$ cat src/rtl/hazard_ctrl.sv
// hazard_ctrl
// Hazard unit for a five-stage pipeline with a multi-cycle multiply/divide unit.
// Resolves data hazards by forwarding into EX and into the decode-stage branch
// comparator. It stalls the front end on load-use hazards, on branch operand
// hazards and on multiply/divide ops that issue while the MDU is busy.
//
// Ports:
//   clk, rst                        clock and asynchronous active-high reset
//   RsD, RtD                        decode-stage source registers
//   RsE, RtE                        execute-stage source registers
//   WriteRegE/M/W, RegWriteE/M/W    destination register and write enable per stage
//   MemtoRegE, MemtoRegM            load in EX / load in MEM
//   BranchD                         branch in decode
//   MdOpD                           mult/div/mfhi/mflo in decode
//   MdStartE                        mult/div issuing in EX
//   ForwardAE, ForwardBE            EX operand select: 00 regfile, 01 MEM, 10 WB
//   ForwardAD, ForwardBD            forward the MEM result into the decode comparator
//   StallF, StallD, FlushE          hold PC and IF/ID, clear ID/EX
//   MdBusy                          multiply/divide unit busy
//   StallCount                      saturating count of stall cycles
module hazard_ctrl #(
  parameter int REG_AW     = 5,
  parameter int MDU_CYCLES = 32,
  parameter int PERF_W     = 16
) (
  input  logic              clk,
  input  logic              rst,
  input  logic [REG_AW-1:0] RsD,
  input  logic [REG_AW-1:0] RtD,
  input  logic [REG_AW-1:0] RsE,
  input  logic [REG_AW-1:0] RtE,
  input  logic [REG_AW-1:0] WriteRegE,
  input  logic [REG_AW-1:0] WriteRegM,
  input  logic [REG_AW-1:0] WriteRegW,
  input  logic              RegWriteE,
  input  logic              RegWriteM,
  input  logic              RegWriteW,
  input  logic              MemtoRegE,
  input  logic              MemtoRegM,
  input  logic              BranchD,
  input  logic              MdOpD,
  input  logic              MdStartE,
  output logic [1:0]        ForwardAE,
  output logic [1:0]        ForwardBE,
  output logic              ForwardAD,
  output logic              ForwardBD,
  output logic              StallF,
  output logic              StallD,
  output logic              FlushE,
  output logic              MdBusy,
  output logic [PERF_W-1:0] StallCount
);

  // An 8-bit down-counter covers the whole legal MDU_CYCLES range.
  localparam int              CNT_W    = 8;
  localparam logic [CNT_W-1:0] CNT_LOAD = CNT_W'(MDU_CYCLES - 1);

  typedef enum logic {
    IDLE = 1'b0,
    BUSY = 1'b1
  } mdState_t;

  mdState_t         state;
  mdState_t         nextState;
  logic [CNT_W-1:0] mdCount;
  logic [CNT_W-1:0] nextCount;

  logic lwStall;
  logic brStall;
  logic mdStall;
  logic stallAny;

  // Register 0 is hardwired to zero, so a match on address 0 never means a
  // real dependency.
  function automatic logic regMatch(input logic [REG_AW-1:0] a,
                                    input logic [REG_AW-1:0] b);
    return (a != '0) && (a == b);
  endfunction

  // EX-stage forwarding; the MEM result is younger, so it takes priority
  // over WB.
  always_comb begin
    ForwardAE = 2'b00;
    ForwardBE = 2'b00;
    if (RegWriteM && regMatch(RsE, WriteRegM))
      ForwardAE = 2'b01;
    else if (RegWriteW && regMatch(RsE, WriteRegW))
      ForwardAE = 2'b10;
    if (RegWriteM && regMatch(RtE, WriteRegM))
      ForwardBE = 2'b01;
    else if (RegWriteW && regMatch(RtE, WriteRegW))
      ForwardBE = 2'b10;
  end

  // Decode-stage branch comparator forwarding and the three stall sources.
  // A branch must wait for an ALU result still in EX, or for a load still in
  // MEM, because neither value exists yet when the comparator needs it.
  always_comb begin
    ForwardAD = RegWriteM && regMatch(RsD, WriteRegM);
    ForwardBD = RegWriteM && regMatch(RtD, WriteRegM);
    lwStall   = MemtoRegE && (regMatch(RtE, RsD) || regMatch(RtE, RtD));
    brStall   = BranchD &&
                ((RegWriteE && (regMatch(WriteRegE, RsD) || regMatch(WriteRegE, RtD))) ||
                 (MemtoRegM && (regMatch(WriteRegM, RsD) || regMatch(WriteRegM, RtD))));
    mdStall   = MdOpD && MdBusy;
    stallAny  = lwStall || brStall || mdStall;
    StallF    = stallAny;
    StallD    = stallAny;
    FlushE    = stallAny;
  end

  // MDU busy tracker state register; reset clears it asynchronously, so
  // MdBusy and any MDU stall drop immediately.
  always_ff @(posedge clk or posedge rst) begin
    if (rst) begin
      state   <= IDLE;
      mdCount <= '0;
    end else begin
      state   <= nextState;
      mdCount <= nextCount;
    end
  end

  // Loading MDU_CYCLES-1 and leaving on the edge that sees zero keeps MdBusy
  // high for exactly MDU_CYCLES cycles. A start request seen in BUSY,
  // including on the final edge, is dropped.
  always_comb begin
    nextState = state;
    nextCount = mdCount;
    case (state)
      IDLE: begin
        if (MdStartE) begin
          nextState = BUSY;
          nextCount = CNT_LOAD;
        end
      end
      BUSY: begin
        if (mdCount == '0) begin
          nextState = IDLE;
        end else begin
          nextCount = mdCount - 1'b1;
        end
      end
      default: begin
        nextState = IDLE;
        nextCount = '0;
      end
    endcase
  end

  assign MdBusy = (state == BUSY);

  // Stall-cycle performance counter; it saturates rather than wraps so a long
  // run never reports a misleadingly small number.
  always_ff @(posedge clk or posedge rst) begin
    if (rst) begin
      StallCount <= '0;
    end else if (StallF && (StallCount != '1)) begin
      StallCount <= StallCount + {{(PERF_W-1){1'b0}}, 1'b1};
    end
  end

endmodule

$ cat config.mk
export PLATFORM = sky130hd
export DESIGN_NAME = hazard_ctrl
export DESIGN_NICKNAME = d
export VERILOG_FILES = /design/src/rtl/hazard_ctrl.sv
export SDC_FILE = /design/constraint.sdc
export NUM_CORES = 1
export LEC_CHECK = 0
export ABC_AREA = 0
export CAP_MARGIN = 30
export CORE_ASPECT_RATIO = 1.5
export CORE_MARGIN = 1
export CORE_UTILIZATION = 25
export DETAILED_ROUTE_END_ITERATION = 10
export PLACE_DENSITY = 0.59
export SKIP_CTS_REPAIR_TIMING = 1
export SLEW_MARGIN = 10
export SYNTH_ARGS = -nofsm -noshare
export SYNTH_HDL_FRONTEND = slang
export SYNTH_SLANG_ARGS = --single-unit
export TNS_END_PERCENT = 50
$ cat constraint.sdc
create_clock -name clk -period 2.3 [get_ports clk]
set_input_delay 0.46 -clock clk [delete_from_list [all_inputs] [get_ports clk]]
set_output_delay 0.46 -clock clk [all_outputs]
set_load 0.05 [all_outputs]
==> flow_metrics.tcl, run 1 <==
set metrics [dict create \
    finalNetCount 368 \
    final_cells 420 \
    clock_skew_ns 0.00205 \
    violations "setup timing" \
    ant_nets 0 \
    hp-class "reg -> reg" \
    switching_share 0.427 \
    routed_wl_mm 5.96 \
    synth_ff_type "dfrtp_1" \
    power_density_mw_per_mm2 672 \
    yosysUniqueCellTypes 31 \
    antenna_found_initial 0 \
    setup_ws_ns -0.263 \
    initial_core_util 0.262 \
    first_pass_iters 4 \
    num_antenna_cells 0 \
    crit_fanout 7 \
    min_to "StallCount[8]" \
    drive_gt1_frac 0.231 \
    hpwl_mm 4.76 \
    syn2layout_area_growth_pct 66.5 \
    whs_path_depth 1 \
    fin_crit_sh 1.11 \
    ios 71 \
    max_freq_mhz 390 \
    p_int_mw 1.23 \
    cap_violations 0 \
    drt_iter0_drc 47 \
    p_comb_frac 0.546 \
    clk_latency_ns 0.26 \
    timing.final.crit_period_ns 2.56 \
    status "finished, violations left" \
    clock_sinks 25 \
    synth_area_sq_mm 0.00192 \
    cts_tree "yes" \
    synth_enable_flop_cells 0 \
    worst_r2r_path_depth 6 \
    ys_seq_area_frac 0.326 \
    finalSetupViolCount 5 \
    wl_per_cell_um 14.2 \
    cts_buffers 3 \
    cp_data_required_time_ns 1.84 \
    die_area_sq_mm 0.00804 \
    syn_inst 220 \
    hp-start "StallCount[8]" \
    total_power_mw 2.15 \
    hold_viol 0 \
    dpl_cell_area_sq_mm 0.00302 \
    ys_async_sr_fraction 1.00 \
    startpoint_type "input port" \
    r2r_end "StallCount[1]" \
    die_w_um 73.6 \
    syn_nets 267 \
    core.rowCount 38 \
    avgSynthCellArea_sq_um 8.73 \
    relSlewSlack 0.657 \
    switchingPower_mw 0.917 \
    grt_pass1_wl_mm 9.10 \
    worstMarginPinSlew_ns 0.513 \
    worstSetupPathType "in -> out" \
    ys_ff_latch 25 \
    design_area_sq_mm 0.00320 \
    regToRegStartpoint "StallCount[0]" \
    drc_errors 0 \
    die_height_um 109 \
    rsz0062_at_grt "yes" \
    power_frac_clock 0.119 \
    grt-ovfl-total 0 \
    grt_pass1_vias 1915 \
    ys.warnings.count 0 \
    fillCellCount 760 \
    gp_congestion 0.834 \
    slew_viol_final 0 \
    dpl_worst_slack_ns -0.586 \
    grt.total_usage 0.146 \
    portBuffers 70 \
    vdd_drop_max_v 0.000856 \
    final.setup.tns_ns -0.901 \
    leakage_nw 1.47 \
    worst_hold_slack_ns 0.501 \
    post-route-util 0.437 \
    grt_max_degree 26 \
    crit_arrival_ns 2.10 \
    critPathCaptureType "primary output" \
    core_area_sq_mm 0.00732 \
    dpl.cell_count 412 \
    cts_max_path_buffers 2 \
    cts_root_buf "clkbuf_8" \
    seq_power_share 0.335 \
    reg2reg_slack_ns 0.24 \
    htree_levels 1 \
    routed_via_density 4.69 \
    num_vias 1971 \
    cts.clk_slew.worst_paths_ns 0.09 \
]
[cells by family after synthesis]
group | Yosys count | share of synthesized area
and+or+nand+nor | 90 | 0.244
xor gates and xnor gates | 69 | 0.315
DFF | 25 | 0.326
buffers and inverters | 20 | 0.0482
AOI/OAI and AO/OA | 12 | 0.0430
muxes | 2 | 0.0117
adders and majority gates | 2 | 0.0130
[flip-flops by register name, summed over array words and instances, names as in the netlist]
signal      flops
StallCount     16
MdBusy          1
mdCount         8
[final cells by class]
cell class / instances / area, sq um / area share
flip-flops and latches: 25 / 626 / 0.196
well taps: 100 / 125 / 0.0391
repair buffers: 110 / 1100 / 0.344
multi-input cells: 175 / 1280 / 0.399
clock inverters: 1 / 5.00 / 0.00156
inverters: 6 / 22.5 / 0.00704
clock buffers: 3 / 41.3 / 0.0129
[layout by cell type, fill, tap and decap left out, types with 2 or more instances in the layout]
cell             Yosys  routed
clkbuf_8             0       3
or3_1                3       3
or4_4                0       2
nand4_1             10      10
clkdlybuf4s50_1      0      31
o21ai_0              5       5
or2_2                2       2
dfrtp_1             25      25
xnor2_1             44      44
xor2_1              25      25
clkbuf_2             0       4
or4_1                6       4
nor4_4               0       2
nor3_1              14      13
nor2_1              12      10
dlymetal6s2s_1       0      24
o211ai_1             2       2
nand2_1             16      15
nand3_1             15      15
buf_6                1       4
inv_1                6       6
nor4_1               4       2
and3_1               3       3
a21oi_1              3       2
buf_12               0       4
buf_8                0       3
buf_4                2      40
ha_1                 2       2
[worst max-delay path, cell delays in order]
cell,delay (ns)
buf_6,0.09
or4_4,0.52
o211ai_1,0.25
a21oi_2,0.05
a2111o_1,0.42
buf_6,0.16
buf_8,0.15
[power groups by stage]
stage	registers, mW	clock network [mW]	logic, mW
6_report	0.720	0.255	1.17
5_1_grt	0.744	0.286	1.25
4_1_cts	0.721	0.271	1.12
3_5_place_dp	0.728	0	1.12
3_3_place_gp	0.724	0	1.10
2_1_floorplan	0.928	0	0.488
[cells in the mapped netlist, types with 3 or more instances]
cell,number,share of area
and3_1,3,0.0098
inv_1,6,0.012
or4_1,6,0.023
o21ai_0,5,0.013
clkbuf_1,9,0.018
xor2_1,25,0.11
nor2_1,12,0.023
nor3_1,14,0.036
nor4_1,4,0.013
or3_1,3,0.0098
nand4_1,10,0.033
nand3_1,15,0.039
xnor2_1,44,0.20
nand2_1,16,0.031
dfrtp_1,25,0.33
a21oi_1,3,0.0078
[worst max-delay path by stage]
stage	cells after the start	to	slack, ns	startpoint
6_report	7	StallF	-0.26	WriteRegM[1]
5_1_grt	7	StallD	-0.31	WriteRegM[1]
4_1_cts	7	StallF	-0.58	WriteRegE[1]
3_5_place_dp	7	StallF	-0.59	WriteRegE[1]
3_3_place_gp	7	StallF	-0.60	WriteRegE[1]
2_1_floorplan	7	StallD	-0.24	WriteRegM[1]
[metal layers]
layer  part of all wire  global-route usage  up-vias
met3              0.071              0.0220       15
met5                  0                   0        -
li1                   -                   -      943
met2               0.53               0.279       80
met4              0.027              0.0440        0
met1               0.38               0.161      933
Power figures use the tool's default switching activity.
==> inputs of run 2 (changes only) <==
--- a/config.mk
+++ b/config.mk
@@ -10,8 +10,10 @@
 export CORE_ASPECT_RATIO = 1.5
 export CORE_MARGIN = 1
 export CORE_UTILIZATION = 25
+export CTS_CLUSTER_DIAMETER = 200
 export DETAILED_ROUTE_END_ITERATION = 10
 export PLACE_DENSITY = 0.59
+export RECOVER_POWER = 25
 export SKIP_CTS_REPAIR_TIMING = 1
 export SLEW_MARGIN = 10
 export SYNTH_ARGS = -nofsm -noshare
==> run 2 against run 1 <==
  * The run still ends with setup timing left
  * Sequential cell count did not move
  * Combinational power barely moved
  * Routed wire length hardly changed
  * Clock-buffer cell count unchanged
  * Clock power about the same
  * Critical path depth did not move
  * Cell area is 0.12% lower
  * Highest routed layer unchanged
  * Worst hold slack about the same
  * Critical path type unchanged
  * Global-route usage is the same
  * Non-clock buffer count stayed put
  * Sequential power about the same
  * Sequential share of layout area about the same
==> flow_metrics.tcl, run 2 (synthesis results as in run 1) <==
set metrics [dict create \
    die_w_um 73.6 \
    rsz0062_at_grt "yes" \
    finalNetCount 368 \
    clock_sinks 25 \
    cp_slowest_cell "or4_4" \
    largest_reg_flops 16 \
    die_height_um 109 \
    regMostFlops "StallCount" \
    grt_pass1_wl_mm 9.10 \
    cts_buffers 3 \
    multi_input_area_sq_mm 0.00128 \
    cts_root_buf "clkbuf_8" \
    ios 71 \
    cts.clk_slew.worst_paths_ns 0.09 \
    drive_gt1_frac 0.228 \
    syn2layout_area_growth_pct 66.3 \
    worstMarginPinSlew_ns 1.36 \
    antenna_found_initial 0 \
    grt_pass1_vias 1915 \
    dpl.cell_count 412 \
    vdd_drop_max_v 0.000860 \
    post-route-util 0.436 \
    portBuffers 70 \
    final.setup.tns_ns -0.894 \
    design_area_sq_mm 0.00319 \
    timing.final.crit_period_ns 2.56 \
    crit_top_cell "buf_6" \
    routed_via_density 4.69 \
    seq_area_sq_um 626 \
    hp-class "reg -> reg" \
    die_area_sq_mm 0.00804 \
    setup_ws_ns -0.262 \
    cap_violations 0 \
    clock_skew_ns 0.00227 \
    relSlewSlack 0.0934 \
    first_pass_iters 4 \
    num_antenna_cells 0 \
    cp_data_required_time_ns 1.84 \
    gp_congestion 0.834 \
    ant_nets 0 \
    grt.total_usage 0.146 \
    wl_per_cell_um 14.2 \
    grt-ovfl-total 0 \
    grt_max_degree 26 \
    clk_latency_ns 0.26 \
    drc_errors 0 \
    initial_core_util 0.262 \
    cts_max_path_buffers 2 \
    total_power_mw 2.15 \
    hold_viol 0 \
    fin_crit_sh 1.11 \
    final_common_cell "xnor2_1" \
    crit_fanout 7 \
    status "finished, violations left" \
    routed_wl_mm 5.96 \
    slowest_delay_ns 0.52 \
    mostFrequentLayoutCells "xnor2_1, buf_4, clkdlybuf4s50_1" \
    critPathCaptureType "primary output" \
    hpwl_mm 4.76 \
    path_cells "buf_6, or4_4, o211ai_1, a21oi_2, a2111o_1, buf_6, buf_8" \
    cts_tree "yes" \
    startpoint_type "input port" \
    max_freq_mhz 390 \
    drt_iter0_drc 34 \
    finalSetupViolCount 5 \
    crit_arrival_ns 2.10 \
    leakage_nw 1.46 \
    final_cells 420 \
    fillCellCount 760 \
    worstSetupPathType "in -> out" \
    num_vias 1969 \
    violations "setup timing" \
    dpl_cell_area_sq_mm 0.00302 \
    slew_viol_final 0 \
    htree_levels 1 \
    power_density_mw_per_mm2 673 \
    core_area_sq_mm 0.00732 \
    core.rowCount 38 \
]
[run 2: worst max-delay path, delay by kind of cell]
| family | cells | cell delay (ns) |
|---|---|---|
| AOI/OAI and AO/OA | 3 | 0.72 |
| buffers and inverters | 3 | 0.40 |
| and+or+nand+nor | 1 | 0.52 |
[run 2: cell type report]
cell class	instances	share of cell area
Clock buffer	3	0.0129
Clock inverter	1	0.00157
Inverter	6	0.00705
Multi-Input combinational cell	175	0.400
Sequential cell	25	0.196
Tap cell	100	0.0392
Timing Repair Buffer	110	0.344
[run 2: final timing paths]
check	startpoint	end	slack, ns	cells after the start
max	WriteRegM[1]	StallF	-0.26	7
min	StallCount[8]	StallCount[8]	0.50	1
max reg2reg	StallCount[0]	StallCount[1]	0.24	6
min reg2reg	StallCount[8]	StallCount[8]	0.50	1
max in group asynchronous	rst	StallCount[3]	0.43	3
min in group asynchronous	rst	StallCount[6]	1.08	3
[run 2: power breakdown]
group	total, mW	switching (mW)	internal (mW)	leakage [nW]
clock	0.257	0.136	0.121	0.0255
combinational	1.17	0.641	0.533	1.12
sequential	0.719	0.142	0.577	0.316
[run 2: metrics by stage]
stage                     setup slack (ns)  hold slack (ns)
after global placement              -0.595            0.489
final                               -0.262            0.502
after global routing                -0.312            0.538
after CTS                           -0.584            0.510
after floorplan                     -0.245            0.480
after detailed placement            -0.586            0.491
[run 2: per-layer routing]
metal | GRT usage | vias up | routed length, um
met3 | 0.0220 | 14 | 412
met5 | 0 | - | 0
met4 | 0.0440 | 0 | 151
met2 | 0.279 | 76 | 3130
met1 | 0.161 | 937 | 2270
li1 | - | 942 | -
==> inputs of run 3 (changes only) <==
--- a/config.mk
+++ b/config.mk
@@ -10,7 +10,7 @@
 export CORE_ASPECT_RATIO = 1.5
 export CORE_MARGIN = 1
 export CORE_UTILIZATION = 25
-export CTS_CLUSTER_DIAMETER = 200
+export CTS_CLUSTER_DIAMETER = 30
 export DETAILED_ROUTE_END_ITERATION = 10
 export PLACE_DENSITY = 0.59
 export RECOVER_POWER = 25
==> results of run 3 <==
Same layout as run 2: the final DEF is identical, and so are final timing and power.
